===== src/rtl/tank_level_emulator_if.sv =====
// Command/sensor bundle between the irrigation controller (master) and the
// tank emulator (slave).
interface tank_level_emulator_if #(
    parameter int VOL_W = 8
);
    logic             valvulaEntrada;
    logic             gotejamento;
    logic             aspersao;
    logic [1:0]       faultSelect;
    logic             highLevel;
    logic             mediumLevel;
    logic             lowLevel;
    logic [VOL_W-1:0] volume;
    logic             overflow;
    logic             dryRun;

    modport master (
        output valvulaEntrada, gotejamento, aspersao, faultSelect,
        input  highLevel, mediumLevel, lowLevel, volume, overflow, dryRun
    );

    modport slave (
        input  valvulaEntrada, gotejamento, aspersao, faultSelect,
        output highLevel, mediumLevel, lowLevel, volume, overflow, dryRun
    );
endinterface


===== src/rtl/tank_level_emulator.sv =====
// Tank emulator: integrates actuator commands into a clamped volume on each
// prescaler tick and drives registered level sensors with fault injection.
module tank_level_emulator #(
    parameter int VOL_W      = 8,
    parameter int CAPACITY   = 255,
    parameter int INIT_LEVEL = 0,
    parameter int TICK_DIV   = 4,
    parameter int FILL_RATE  = 8,
    parameter int DRIP_RATE  = 2,
    parameter int SPRAY_RATE = 6,
    parameter int LOW_TH     = 32,
    parameter int MED_TH     = 128,
    parameter int HIGH_TH    = 224
) (
    input  logic                  clock,
    input  logic                  reset,
    tank_level_emulator_if.slave  tank
);
    localparam int PRE_W = (TICK_DIV > 1) ? $clog2(TICK_DIV) : 1;
    localparam int SW    = VOL_W + 2;

    typedef logic signed [SW-1:0] svol_t;

    localparam svol_t FILL_S  = svol_t'(FILL_RATE);
    localparam svol_t DRIP_S  = svol_t'(DRIP_RATE);
    localparam svol_t SPRAY_S = svol_t'(SPRAY_RATE);
    localparam svol_t CAP_S   = svol_t'(CAPACITY);

    logic [PRE_W-1:0] pre_q, pre_d;
    logic [VOL_W-1:0] vol_q, vol_d;
    logic             ovf_q, ovf_d;
    logic             dry_q, dry_d;
    logic             high_q, high_d;
    logic             med_q, med_d;
    logic             low_q, low_d;
    logic             tick;
    svol_t            next_vol;

    always_comb begin
        tick  = (pre_q == PRE_W'(TICK_DIV - 1));
        pre_d = tick ? '0 : pre_q + PRE_W'(1);
    end

    // Two extra bits keep the signed sum free of wrap in both directions.
    always_comb begin
        next_vol = $signed({2'b00, vol_q})
                 + (tank.valvulaEntrada ? FILL_S  : '0)
                 - (tank.gotejamento    ? DRIP_S  : '0)
                 - (tank.aspersao       ? SPRAY_S : '0);
        vol_d = vol_q;
        ovf_d = ovf_q;
        dry_d = dry_q;
        if (tick) begin
            if (next_vol > CAP_S) begin
                vol_d = VOL_W'(CAPACITY);
                ovf_d = 1'b1;
            end else if (next_vol[SW-1]) begin
                vol_d = '0;
                dry_d = 1'b1;
            end else begin
                vol_d = next_vol[VOL_W-1:0];
            end
        end
    end

    always_comb begin
        high_d = (vol_q >= VOL_W'(HIGH_TH));
        med_d  = (vol_q >= VOL_W'(MED_TH));
        low_d  = (vol_q >= VOL_W'(LOW_TH));
        case (tank.faultSelect)
            2'b01:   med_d = 1'b0;
            2'b10:   low_d = 1'b0;
            2'b11: begin
                high_d = high_q;
                med_d  = med_q;
                low_d  = low_q;
            end
            default: ;
        endcase
    end

    always_ff @(posedge clock) begin
        if (reset) begin
            pre_q  <= '0;
            vol_q  <= VOL_W'(INIT_LEVEL);
            ovf_q  <= 1'b0;
            dry_q  <= 1'b0;
            high_q <= 1'b0;
            med_q  <= 1'b0;
            low_q  <= 1'b0;
        end else begin
            pre_q  <= pre_d;
            vol_q  <= vol_d;
            ovf_q  <= ovf_d;
            dry_q  <= dry_d;
            high_q <= high_d;
            med_q  <= med_d;
            low_q  <= low_d;
        end
    end

    assign tank.volume      = vol_q;
    assign tank.overflow    = ovf_q;
    assign tank.dryRun      = dry_q;
    assign tank.highLevel   = high_q;
    assign tank.mediumLevel = med_q;
    assign tank.lowLevel    = low_q;
endmodule


===== src/flat_wrapper.sv =====
// flat-port wrapper written by rule: the top's interface ports become plain ports
module tank_level_emulator_flat 
#(
    parameter int VOL_W      = 8,
    parameter int CAPACITY   = 255,
    parameter int INIT_LEVEL = 0,
    parameter int TICK_DIV   = 4,
    parameter int FILL_RATE  = 8,
    parameter int DRIP_RATE  = 2,
    parameter int SPRAY_RATE = 6,
    parameter int LOW_TH     = 32,
    parameter int MED_TH     = 128,
    parameter int HIGH_TH    = 224
)
  (clock, reset, tank_valvulaEntrada, tank_gotejamento, tank_aspersao, tank_faultSelect, tank_highLevel, tank_mediumLevel, tank_lowLevel, tank_volume, tank_overflow, tank_dryRun);
  tank_level_emulator_if #(.VOL_W(VOL_W)) tank_i ();
  input  logic clock;
  input  logic reset;
  input wire logic [$bits(tank_i.valvulaEntrada)-1:0] tank_valvulaEntrada;
  input wire logic [$bits(tank_i.gotejamento)-1:0] tank_gotejamento;
  input wire logic [$bits(tank_i.aspersao)-1:0] tank_aspersao;
  input wire logic [$bits(tank_i.faultSelect)-1:0] tank_faultSelect;
  output wire logic [$bits(tank_i.highLevel)-1:0] tank_highLevel;
  output wire logic [$bits(tank_i.mediumLevel)-1:0] tank_mediumLevel;
  output wire logic [$bits(tank_i.lowLevel)-1:0] tank_lowLevel;
  output wire logic [$bits(tank_i.volume)-1:0] tank_volume;
  output wire logic [$bits(tank_i.overflow)-1:0] tank_overflow;
  output wire logic [$bits(tank_i.dryRun)-1:0] tank_dryRun;
  assign tank_i.valvulaEntrada = tank_valvulaEntrada;
  assign tank_i.gotejamento = tank_gotejamento;
  assign tank_i.aspersao = tank_aspersao;
  assign tank_i.faultSelect = tank_faultSelect;
  assign tank_highLevel = tank_i.highLevel;
  assign tank_mediumLevel = tank_i.mediumLevel;
  assign tank_lowLevel = tank_i.lowLevel;
  assign tank_volume = tank_i.volume;
  assign tank_overflow = tank_i.overflow;
  assign tank_dryRun = tank_i.dryRun;
  tank_level_emulator #(.VOL_W(VOL_W), .CAPACITY(CAPACITY), .INIT_LEVEL(INIT_LEVEL), .TICK_DIV(TICK_DIV), .FILL_RATE(FILL_RATE), .DRIP_RATE(DRIP_RATE), .SPRAY_RATE(SPRAY_RATE), .LOW_TH(LOW_TH), .MED_TH(MED_TH), .HIGH_TH(HIGH_TH)) u_core (.clock(clock), .reset(reset), .tank(tank_i));
endmodule

===== config.mk =====
export PLATFORM = sky130hd
export DESIGN_NAME = tank_level_emulator_flat
export DESIGN_NICKNAME = d
export VERILOG_FILES = /design/src/rtl/tank_level_emulator_if.sv /design/src/rtl/tank_level_emulator.sv /design/src/flat_wrapper.sv
export SDC_FILE = /design/constraint.sdc
export NUM_CORES = 1
export LEC_CHECK = 0
export CAP_MARGIN = 20
export CORE_ASPECT_RATIO = 0.8
export CORE_MARGIN = 1
export CORE_UTILIZATION = 46
export DETAILED_ROUTE_END_ITERATION = 8
export HOLD_SLACK_MARGIN = 0.12
export PLACE_DENSITY_LB_ADDON = 0.08
export REMOVE_ABC_BUFFERS = 1
export SLEW_MARGIN = 0
export SYNTH_ARGS = -nofsm -noshare
export SYNTH_HDL_FRONTEND = slang
export SYNTH_SLANG_ARGS = --single-unit
export TNS_END_PERCENT = 100

===== constraint.sdc =====
create_clock -name clock -period 2.6 [get_ports clock]
set_clock_uncertainty 0.2 [all_clocks]
set_input_delay 0.26 -clock clock [delete_from_list [all_inputs] [get_ports clock]]
set_output_delay 0.26 -clock clock [all_outputs]
set_load 0.02 [all_outputs]

-- Word-level counts from Yosys, hierarchy flattened
Cells that the tools add are included.
- flip-flop bits (word level): 15
- bits of input ports: 7
- output and inout port bits: 13
- add/subtract/negate cells: 4
- order comparisons: 4
- equality and inequality tests: 4
- multiplexer cells: 7
- bitwise logic cells: 1
- reduce and logical (&&, ||, !) cells: 3
- operators with widths (cell ; count):
    $sub 10x10->10 ; 2
    $ge 8x8->1 const B ; 2
    $mux 8 ; 2
    $add 8x10->10 ; 1
    $gt 10x9->1 const B ; 1
    $ge 8x6->1 const B ; 1
    $eq 2x2->1 const B ; 3
    $mux 4 ; 1
    $pmux 1 s2 ; 2
    $mux 3 ; 1
    $reduce_and 3->1 ; 1
    $add 2x1->2 const B ; 1
    $eq 2x1->1 const B ; 1
    $mux 2 ; 1
    $reduce_and 2->1 ; 1
    $reduce_or 2->1 ; 1
    $not 1->1 ; 1

-- Depth between registers and ports, before layout
Gate-level depths: netlist of the first run.
- word-level depth: 7
- depth in mapped cells: 12
- gate-level depth less buffers: 12

-- Worst setup path after synthesis of the first run
OpenSTA, ideal clock, no wires.
- kind: reg-to-reg
- from: reg u_core.vol_q[2], in the netlist u_core.tank.volume[2]
- to: reg u_core.vol_q[7], in the netlist u_core.tank.volume[7]
- data arrival time: 2.562 ns
- required time: 2.275 ns
- setup slack: -0.287 ns
- cell stages (with the launch flop): 12
- path through: dfxtp_1 -> inv_1 -> ha_1 -> inv_1 -> ha_1 -> ha_1 -> inv_1 -> fa_1 -> nor2b_4 -> o31ai_1 -> a211oi_4 -> o41a_1
- word-level cells in the longest chain between the ends: 5
- RTL lines (element ; RTL line ; text):
    start, declared ; tank_level_emulator.sv:30 ; logic [VOL_W-1:0] vol_q, vol_d;
    start signal, assigned ; tank_level_emulator.sv:85 ; vol_q <= VOL_W'(INIT_LEVEL);
    start signal, assigned ; tank_level_emulator.sv:93 ; vol_q <= vol_d;
    $add 8x10->10 (*) ; tank_level_emulator.sv:47 ; + (tank.valvulaEntrada ? FILL_S : '0)
    $sub 10x10->10 (*) ; tank_level_emulator.sv:48 ; - (tank.gotejamento ? DRIP_S : '0)
    $sub 10x10->10 (*) ; tank_level_emulator.sv:49 ; - (tank.aspersao ? SPRAY_S : '0);
    $gt 10x9->1 / $mux 8 (equally long branches) ; tank_level_emulator.sv:54, tank_level_emulator.sv:57 ;
    $mux 8 (*) ; tank_level_emulator.sv:54 ; if (next_vol > CAP_S) begin
Every way passes the cells marked *; elsewhere a longest branch is shown, timed or not.
A chain may end at the register's enable or synchronous reset.

-- Worst setup path in the final report of the first run
- from: reg u_core.vol_q[2], in the netlist u_core.tank.volume[2]
- to: reg u_core.vol_q[6], in the netlist u_core.tank.volume[6]
The elaborated chain is that of the path after synthesis.

==> results of run 1 <==
[kinds of logic after synthesis]
group | count (synthesis) | synth area share
AND/OR/NAND/NOR | 33 | 0.165
AO/OA/AOI/OAI | 30 | 0.223
buffers and inverters | 22 | 0.0778
adder cells (fa/ha/maj) | 18 | 0.226
flip-flops | 15 | 0.283
XOR/XNOR | 3 | 0.0248
[layout make-up]
class	instances	area share
clock inverters	1	0.00482
well taps	25	0.0201
clock buffers	3	0.0145
multi-input cells	85	0.508
flip-flops and latches	15	0.194
repair buffers	37	0.213
inverters	19	0.0458
[flip-flops by register name (all words and copies together) (netlist names)]
register	count
u_core.tank.mediumLevel	1
u_core.tank.lowLevel	1
u_core.tank.dryRun	1
u_core.pre_q	2
u_core.tank.volume	8
u_core.tank.highLevel	1
u_core.tank.overflow	1
[synth_stat cells, types with 2 or more instances]
cell type	number	area (um2)
o32ai_1	3	26.3
o31ai_1	2	15.0
nor3b_1	2	15.0
a211oi_1	2	15.0
nand2_1	3	11.3
clkbuf_1	3	11.3
xor2_1	2	17.5
dfxtp_1	15	300
nand3_1	4	20.0
fa_1	2	40.0
inv_1	18	67.6
o21ai_0	3	15.0
nor3_1	3	15.0
o21bai_1	2	15.0
a21oi_1	5	25.0
nor2_1	13	48.8
ha_1	16	200
a31oi_1	4	25.0
[worst paths after layout]
check	startpoint	end	slack [ns]
hold / removal	u_core.pre_q[0]	u_core.pre_q[0]	0.26
setup / recovery	u_core.tank.volume[2]	u_core.tank.volume[6]	-0.16
setup reg to reg	u_core.tank.volume[2]	u_core.tank.volume[6]	-0.16
hold reg to reg	u_core.pre_q[0]	u_core.pre_q[0]	0.26
[worst reg2reg max path: stages, from the launching register on]
cell	delay, ns
dfxtp_2	0.34
inv_2	0.05
ha_4	0.26
inv_2	0.04
ha_4	0.26
ha_4	0.12
inv_2	0.04
fa_2	0.41
nor2b_4	0.18
o31ai_4	0.12
a211oi_4	0.25
buf_6	0.15
a211oi_2	0.04
nor3_1	0.22
[where the power goes]
part | total (mW) | internal, mW | switching (mW)
Sequential | 0.257 | 0.244 | 0.0121
Clock | 0.141 | 0.0585 | 0.0823
Combinational | 0.435 | 0.210 | 0.225
Total | 0.832 | 0.513 | 0.319
[per-layer routing]
metal / vias to the layer above / wire length, um / GRT usage
met5: - / 0 / 0
met4: 0 / 46 / 0.0450
met3: 8 / 203 / 0.0688
met2: 38 / 1330 / 0.417
met1: 494 / 1380 / 0.337
li1: 508 / - / -
[per-stage QoR]
| step | TNS, ns | hold WS [ns] | power (mW) | setup slack (ns) |
|---|---|---|---|---|
| 2_1_floorplan | -1.93 | 0.129 | 0.463 | -0.287 |
| 3_3_place_gp | -5.37 | 0.207 | 0.570 | -0.599 |
| 3_5_place_dp | -6.11 | 0.249 | 0.576 | -0.702 |
| 4_1_cts | -0.639 | 0.265 | 0.781 | -0.109 |
| 5_1_grt | -1.95 | 0.279 | 0.889 | -0.253 |
| 6_report | -0.852 | 0.255 | 0.832 | -0.160 |
[what timing repair did]
| item | in CTS | in global routing |
|---|---|---|
| endpoints found under the setup margin | 10 | 10 |
| gates resized for setup | 20 | 3 |
| pin swaps | 16 | 4 |
| buffers inserted | 2 | 5 |
| cloned | 1 | 0 |
==> reports/qor.yml, run 1 <==
outcome:
  status: "complete, but fails checks"
  violations: "setup timing"
cells_and_area:
  stdcell_count: 185
  fin_area_um2: 1560
  final_common_cell: "clkdlybuf4s50_1"
  multi_input_area_um2: 791
  num_antenna_cells: 0
  layout-drive-gt1-share: 0.294
  regArea_um2: 302
  nets: 186
  fillers: 177
  synthToLayoutAreaGrowth_pct: 46.7
  mostFrequentLayoutCells: "clkdlybuf4s50_1 (18), buf_4 (16), dfxtp_1 (14)"
  final_util: 0.721
placed_design:
  hpwl_um: 2030
  placed_cell_area_um2: 1350
  dp_cells: 173
  numPortBuffers: 19
  gp_congestion: 0.856
grt:
  antenna_found_initial: 0
  first_global_vias: 988
  grt_max_degree: 11
  overflow: 0
  grt_pass1_wl_um: 4720
  grt.total_usage: 0.251
critical_path:
  cp_max_fo: 4
  cpMaxStageDelayCell: "fa_2"
  crit_buf_inv: 4
  start_kind: "register"
  path_cells: "inv_2 -> ha_4 -> inv_2 -> ha_4 -> ha_4 -> inv_2 -> fa_2 -> nor2b_4 -> o31ai_4 -> a211oi_4 -> buf_6 -> a211oi_2 -> nor3_1"
  required_ns: 2.61
  crit_family: "adder cells"
  end_kind: "register"
  cp.arrival_ns: 2.77
  slowest_delay_ns: 0.41
  cp.depth: 13
  ff2ff_path_depth: 13
  criticalPathCategory: "register to register"
synthesis:
  synth_cells: 121
  syn_area_um2: 1060
  ys_warn_count: 0
  synth_seq_cells: 15
  async_flop_share: 0
  synth_seq_area_share: 0.283
  avgSynthCellArea_um2: 8.77
  ys_dominant_reg_cell: "dfxtp_1"
  yosysUniqueCellTypes: 37
  synth-edff-count: 0
floorplan:
  io_pins: 20
  die-area_um2: 2500
  rows: 15
  fp.dieH_um: 45.0
  start_util: 0.492
  die_w_um: 55.7
  core_um2: 2160
timing:
  relSlewSlack: 0.599
  fin_crit_ns: 2.76
  setup_viol: 9
  rsz0062_at_grt: "yes"
  hold_viol: 0
  fmax_ghz: 0.362
  slew_viol_final: 0
  setup_ws_ns: -0.160
  worst_slew_pin_slew_ns: 0.597
  finalCritPeriodShare: 1.06
clocking:
  h-tree-depth: 1
  clockBufferDepth: 2
  cts_sinks: 15
  clock_latency_ns: 0.29
  cts_root_buf: "clkbuf_4"
  postCtsHoldBufs: 0
  numCtsBuffers: 3
  path_clk_slew_ns: 0.10
  tritoncts: "done"
drt:
  detail_route.wl_per_cell_um: 16.0
  drt_iter0_drc: 23
  dr.pass1.iters: 4
  wl_um: 2960
  drc_errors: 0
  ant_nets: 0
  vias: 1048
  viasPerCell: 5.66
run:
  cap_viol_max_count: 0
power_and_ir_drop:
  power.leakage_nw: 0.618
  vdd_drop_max_mv: 0.417
  powerDensity_nw_per_um2: 535
worst_hold_path:
  hold_depth: 1
  min_path_type: "register to register"
Note: power is estimated with default switching activity, not from simulation.
==> run 2: changes to the inputs <==
--- a/config.mk
+++ b/config.mk
@@ -11,7 +11,7 @@
 export CORE_UTILIZATION = 46
 export DETAILED_ROUTE_END_ITERATION = 8
 export HOLD_SLACK_MARGIN = 0.12
-export PLACE_DENSITY_LB_ADDON = 0.08
+export PLACE_DENSITY = 0.72
 export REMOVE_ABC_BUFFERS = 1
 export SLEW_MARGIN = 0
 export SYNTH_ARGS = -nofsm -noshare
==> run 2 against run 1 <==
The flow still finishes with violations (setup timing). Total power fell by 0.61%. Register-to-register slack improved by 0.05 ns. Hold slack barely moved. Cell count fell by 2.2%. Non-clock buffer count fell by 4. Sequential share of layout area rose by 0.16 points. Die area did not move. Sequential power barely moved. Highest routed layer unchanged. Utilization fell by 0.58 points. Clock power barely moved. Count of clock-buffer cells in the layout did not move.
==> reports/qor.yml, run 2 (same netlist as run 1, synthesis figures left out) <==
run:
  cap_viol_max_count: 0
drt:
  vias: 1079
  viasPerCell: 5.96
  ant_nets: 0
  drt_iter0_drc: 38
  drc_errors: 0
  wl_um: 3000
  dr.pass1.iters: 6
  detail_route.wl_per_cell_um: 16.6
timing:
  relSlewSlack: 0.565
  fmax_ghz: 0.369
  worst_slew_pin_slew_ns: 0.651
  fin_setup_tns_ns: -0.612
  fin_crit_ns: 2.71
  slew_viol_final: 0
  setup_viol: 10
  finalCritPeriodShare: 1.04
  setup_ws_ns: -0.112
  rsz0062_at_grt: "yes"
  hold_viol: 0
placed_design:
  gp_congestion: 0.861
  hpwl_um: 1860
  numPortBuffers: 19
  dp_cells: 172
cells_and_area:
  layout-drive-gt1-share: 0.295
  num_antenna_cells: 0
  largest_reg_flops: 8
  nets: 182
  stdcell_count: 181
  synthToLayoutAreaGrowth_pct: 45.5
  fillers: 138
  mostFrequentLayoutCells: "clkdlybuf4s50_1 (18), dfxtp_1 (14), inv_1 (13), buf_4 (13)"
  regArea_um2: 302
  multi_input_area_um2: 815
  final_common_cell: "clkdlybuf4s50_1"
critical_path:
  cp.arrival_ns: 2.70
  start_kind: "register"
  path_cells: "inv_2 -> ha_4 -> inv_2 -> ha_4 -> ha_4 -> inv_2 -> fa_2 -> nor2b_4 -> o31ai_4 -> a211oi_2 -> nor2_1 -> o32ai_1"
  crit_buf_inv: 3
  slowest_delay_ns: 0.40
  cp_max_fo: 4
  required_ns: 2.59
  cpMaxStageDelayCell: "a211oi_2"
  criticalPathCategory: "register to register"
  end_kind: "register"
  crit_family: "adder cells"
clocking:
  numCtsBuffers: 3
  h-tree-depth: 1
  cts_sinks: 15
  cts_root_buf: "clkbuf_4"
  clockBufferDepth: 2
  path_clk_slew_ns: 0.10
  clock_latency_ns: 0.29
  tritoncts: "done"
  postCtsHoldBufs: 0
floorplan:
  core_um2: 2160
  die-area_um2: 2500
  io_pins: 20
  fp.dieH_um: 45.0
  rows: 15
  start_util: 0.492
  die_w_um: 55.7
grt:
  grt_pass1_wl_um: 4440
  antenna_found_initial: 0
  grt.total_usage: 0.238
  grt_max_degree: 17
  first_global_vias: 935
  overflow: 0
power_and_ir_drop:
  power_uw: 827
  power.leakage_nw: 0.611
  vdd_drop_max_mv: 0.336
  powerDensity_nw_per_um2: 536
outcome:
  violations: "setup timing"
  status: "complete, but fails checks"
worst_hold_path:
  min_path_type: "register to register"
==> run 2: changes by cell type in the layout (fill, tap and decap cells not counted), sizes merged <==
cell      before  now
buf           18   14
clkinvlp       1    0
clkinv         0    1
==> run 2: metrics by stage <==
stage	utilization	setup slack (ns)	hold slack, ns	area (um2)
after floorplan	-	-0.287	0.129	1050
after global placement	0.624	-0.617	0.208	1350
after detailed placement	0.624	-0.714	0.247	1350
after CTS	0.683	-0.178	0.261	1470
after global routing	0.715	-0.197	0.275	1540
final	0.715	-0.112	0.256	1540
==> run 2: cell type report <==
type / instances / area share
Multi-Input combinational cell: 85 / 0.528
Sequential cell: 15 / 0.195
Timing Repair Buffer: 33 / 0.193
Inverter: 19 / 0.0462
Tap cell: 25 / 0.0203
Clock buffer: 3 / 0.0146
Clock inverter: 1 / 0.00324
==> run 2: worst paths after layout <==
path / cells after the start / slack, ns / from / to
worst max register to register: 12 / -0.11 / u_core.tank.volume[2] / u_core.tank.volume[3]
worst min-delay path: 1 / 0.26 / u_core.pre_q[0] / u_core.pre_q[0]
worst max-delay path: 12 / -0.11 / u_core.tank.volume[2] / u_core.tank.volume[3]
worst min register to register: 1 / 0.26 / u_core.pre_q[0] / u_core.pre_q[0]
==> run 2: power by group <==
part / internal, mW / switching (mW)
sequential: 0.245 / 0.0121
clock: 0.0574 / 0.0854
combinational: 0.200 / 0.228
total: 0.502 / 0.326
==> run 2: repair_timing <==
| item | CTS | global route |
|---|---|---|
| pin swaps | 16 | 14 |
| cloned | 1 | 0 |
| setup endpoints to repair | 10 | 10 |
| resized for setup | 16 | 11 |
| setup buffers | 2 | 2 |
==> run 2: routing by layer <==
layer	track usage	vias up	share of wire
met5	0	-	0
li1	-	498	-
met3	0.0602	9	0.055
met1	0.302	526	0.45
met4	0.105	0	0.013
met2	0.393	46	0.48
==> run 2: worst register-to-register path, stage by stage, from the launching register on <==
cell	delay [ns]
dfxtp_2	0.34
inv_2	0.05
ha_4	0.25
inv_2	0.04
ha_4	0.26
ha_4	0.12
inv_2	0.04
fa_2	0.38
nor2b_4	0.18
o31ai_4	0.10
a211oi_2	0.41
nor2_1	0.09
o32ai_1	0.14
==> run 3: changes to the inputs <==
--- a/config.mk
+++ b/config.mk
@@ -5,10 +5,11 @@
 export SDC_FILE = /design/constraint.sdc
 export NUM_CORES = 1
 export LEC_CHECK = 0
+export ABC_AREA = 1
 export CAP_MARGIN = 20
 export CORE_ASPECT_RATIO = 0.8
 export CORE_MARGIN = 1
-export CORE_UTILIZATION = 46
+export CORE_UTILIZATION = 47
 export DETAILED_ROUTE_END_ITERATION = 8
 export HOLD_SLACK_MARGIN = 0.12
 export PLACE_DENSITY = 0.72
==> run 3 against run 2 <==
The flow finishes with violations (DRC). Clock power is 8% lower. Utilization down 3.6 points. Die area up 6.4%. Non-clock buffer count decreased by 6. Global-route usage decreased by 3.5 points. Design area decreased by 1.8%. Hold slack worse by 0.034 ns. Via count rose by 1.5%. First-iteration DRC count shrank 21%. Fmax increased by 8.7%. Sequential share of layout area rose by 0.35 points. Register-to-register slack better by 0.22 ns.
==> reports/qor.yml, run 3 <==
outcome:
  status: "complete, but fails checks"
  violations: "DRC"
power_and_ir_drop:
  p_seq_frac: 0.292
  swShare: 0.428
  p_int_uw: 522
  combinationalPowerShare: 0.564
  clockPowerShare: 0.144
  p_switching_uw: 391
  vdd_drop_max_mv: 0.347
  power.leakage_nw: 0.715
  powerDensity_nw_per_um2: 602
cells_and_area:
  largest_reg_flops: 8
  synthToLayoutAreaGrowth_pct: 31.2
  final_util: 0.679
  num_antenna_cells: 0
  nets: 211
  mostFrequentLayoutCells: "inv_1 (25), nand2_1 (25), clkdlybuf4s50_1 (18)"
  layout-drive-gt1-share: 0.259
synthesis:
  yosysMostFrequentCell: "nand2_1"
  async_flop_share: 0
  synth_cells: 155
  yosys.area.top_type: "dfxtp_1"
  synth_seq_cells: 15
  avgSynthCellArea_um2: 7.46
  synth_commonest_cells: "nand2_1 (31), inv_1 (28), ha_1 (16)"
  synth_seq_area_share: 0.260
  synth_top_area_frac: 0.260
  yosysUniqueCellTypes: 26
  ys_dominant_reg_cell: "dfxtp_1"
  syn_area_um2: 1160
  ys_warn_count: 0
  synth-edff-count: 0
  synthTopCellsByArea: "dfxtp_1 (26%), ha_1 (17%), nand2_1 (10%)"
grt:
  first_global_vias: 984
  grt_pass1_wl_um: 4140
  overflow: 0
  grt.total_usage: 0.203
  grt_max_degree: 11
  antenna_found_initial: 0
floorplan:
  die-area_um2: 2660
  core_um2: 2230
  fp.dieH_um: 46.4
  die_w_um: 57.5
  io_pins: 20
  rows: 15
  start_util: 0.518
drt:
  viasPerCell: 5.21
  detail_route.wl_per_cell_um: 12.8
  vias: 1095
  ant_nets: 0
  drt_iter0_drc: 30
  wl_um: 2680
  dr.pass1.iters: 7
  drc_errors: 3
clocking:
  path_clk_slew_ns: 0.09
  cts_root_buf: "clkbuf_4"
  cts_sinks: 15
  clockBufferDepth: 2
  clock_latency_ns: 0.28
  numCtsBuffers: 3
  h-tree-depth: 1
  tritoncts: "done"
timing:
  hold_viol: 0
  worst_slew_pin_slew_ns: 0.538
  holdWs_ns: 0.222
  fin_crit_ns: 2.49
  finalCritPeriodShare: 0.960
  setup_viol: 0
  relSlewSlack: 0.641
  fmax_ghz: 0.401
  slew_viol_final: 0
  setup_ws_ns: 0.105
run:
  cap_viol_max_count: 0
critical_path:
  crit_buf_inv: 4
  start_kind: "register"
  cpMostUsedCell: "nand2_2"
  crit_family: "adder cells"
  ff2ff_path_depth: 15
  cpMaxStageDelayCell: "dfxtp_2"
  path_cells: "inv_2 -> ha_1 -> inv_1 -> ha_1 -> ha_2 -> inv_1 -> fa_2 -> inv_2 -> nand2_2 -> nand2_2 -> nand3_1 -> nand4_1 -> nor2_1 -> nor2_1 -> nand2_2"
  cp_max_fo: 3
  criticalPathCategory: "register to register"
  end_kind: "register"
  slowest_delay_ns: 0.34
  cp.depth: 15
  cp.arrival_ns: 2.47
  required_ns: 2.57
worst_hold_path:
  hold_depth: 1
  min_path_type: "register to register"
placed_design:
  hpwl_um: 1950
  gp_congestion: 0.864
  place_ws_ns: -0.374
  numPortBuffers: 19
run 3: cell count changes after synthesis, sizes merged, moves of 3 or more:
cell,previous run,this run
o21ai,3,8
a21oi,5,10
o32ai,3,0
a31oi,4,0
inv,19,31
nand3,4,15
nand2,3,36
a211oi,4,0
run 3: layer usage:
metal,vias to the layer above,track usage,part of all wire
li1,547,-,-
met1,502,0.265,0.46
met2,39,0.347,0.47
met3,7,0.0534,0.060
met4,0,0.0341,0.013
met5,-,0,0
run 3: power groups by stage:
stage | registers, mW | logic, mW | clock network (mW)
after floorplan | 0.286 | 0.279 | 0
after global placement | 0.270 | 0.403 | 0
final | 0.266 | 0.515 | 0.131
after CTS | 0.266 | 0.435 | 0.135
after detailed placement | 0.271 | 0.409 | 0
after global routing | 0.269 | 0.566 | 0.145
run 3: worst paths after layout:
kind	startpoint	end	slack, ns
hold reg to reg	u_core.pre_q[0]	u_core.pre_q[0]	0.22
setup / recovery	u_core.tank.volume[2]	u_core.tank.volume[6]	0.11
hold / removal	u_core.pre_q[0]	u_core.pre_q[0]	0.22
setup reg to reg	u_core.tank.volume[2]	u_core.tank.volume[6]	0.11
run 3: per-stage QoR:
| stage | instances | TNS (ns) | area [um2] | power [mW] |
|---|---|---|---|---|
| CTS | 206 | 0 | 1440 | 0.836 |
| finish | 210 | 0 | 1520 | 0.912 |
| floorplan | 154 | 0 | 1140 | 0.565 |
| global route | 210 | -0.00812 | 1520 | 0.980 |
| detailed placement | 201 | -3.31 | 1390 | 0.680 |
| global placement | 201 | -2.77 | 1390 | 0.673 |
run 3: final cells by class:
class,count,area (um2)
Fill cell,177,717
Inverter,31,119
Timing Repair Buffer,27,249
Clock buffer,4,26.3
Multi-Input combinational cell,108,790
Sequential cell,15,302
Tap cell,25,31.3
run 3: repair_timing:
item,in CTS,in global routing
buffers inserted,1,4
resized for setup,9,12
endpoints found under the setup margin,9,10
hold buffers,0,0
pin swaps,4,4
run 3: cell families after synthesis:
kind of cell,share of synthesized area
compound gates,0.104
simple gates,0.314
fa+ha+maj,0.208
flops,0.260
buf+inv,0.115
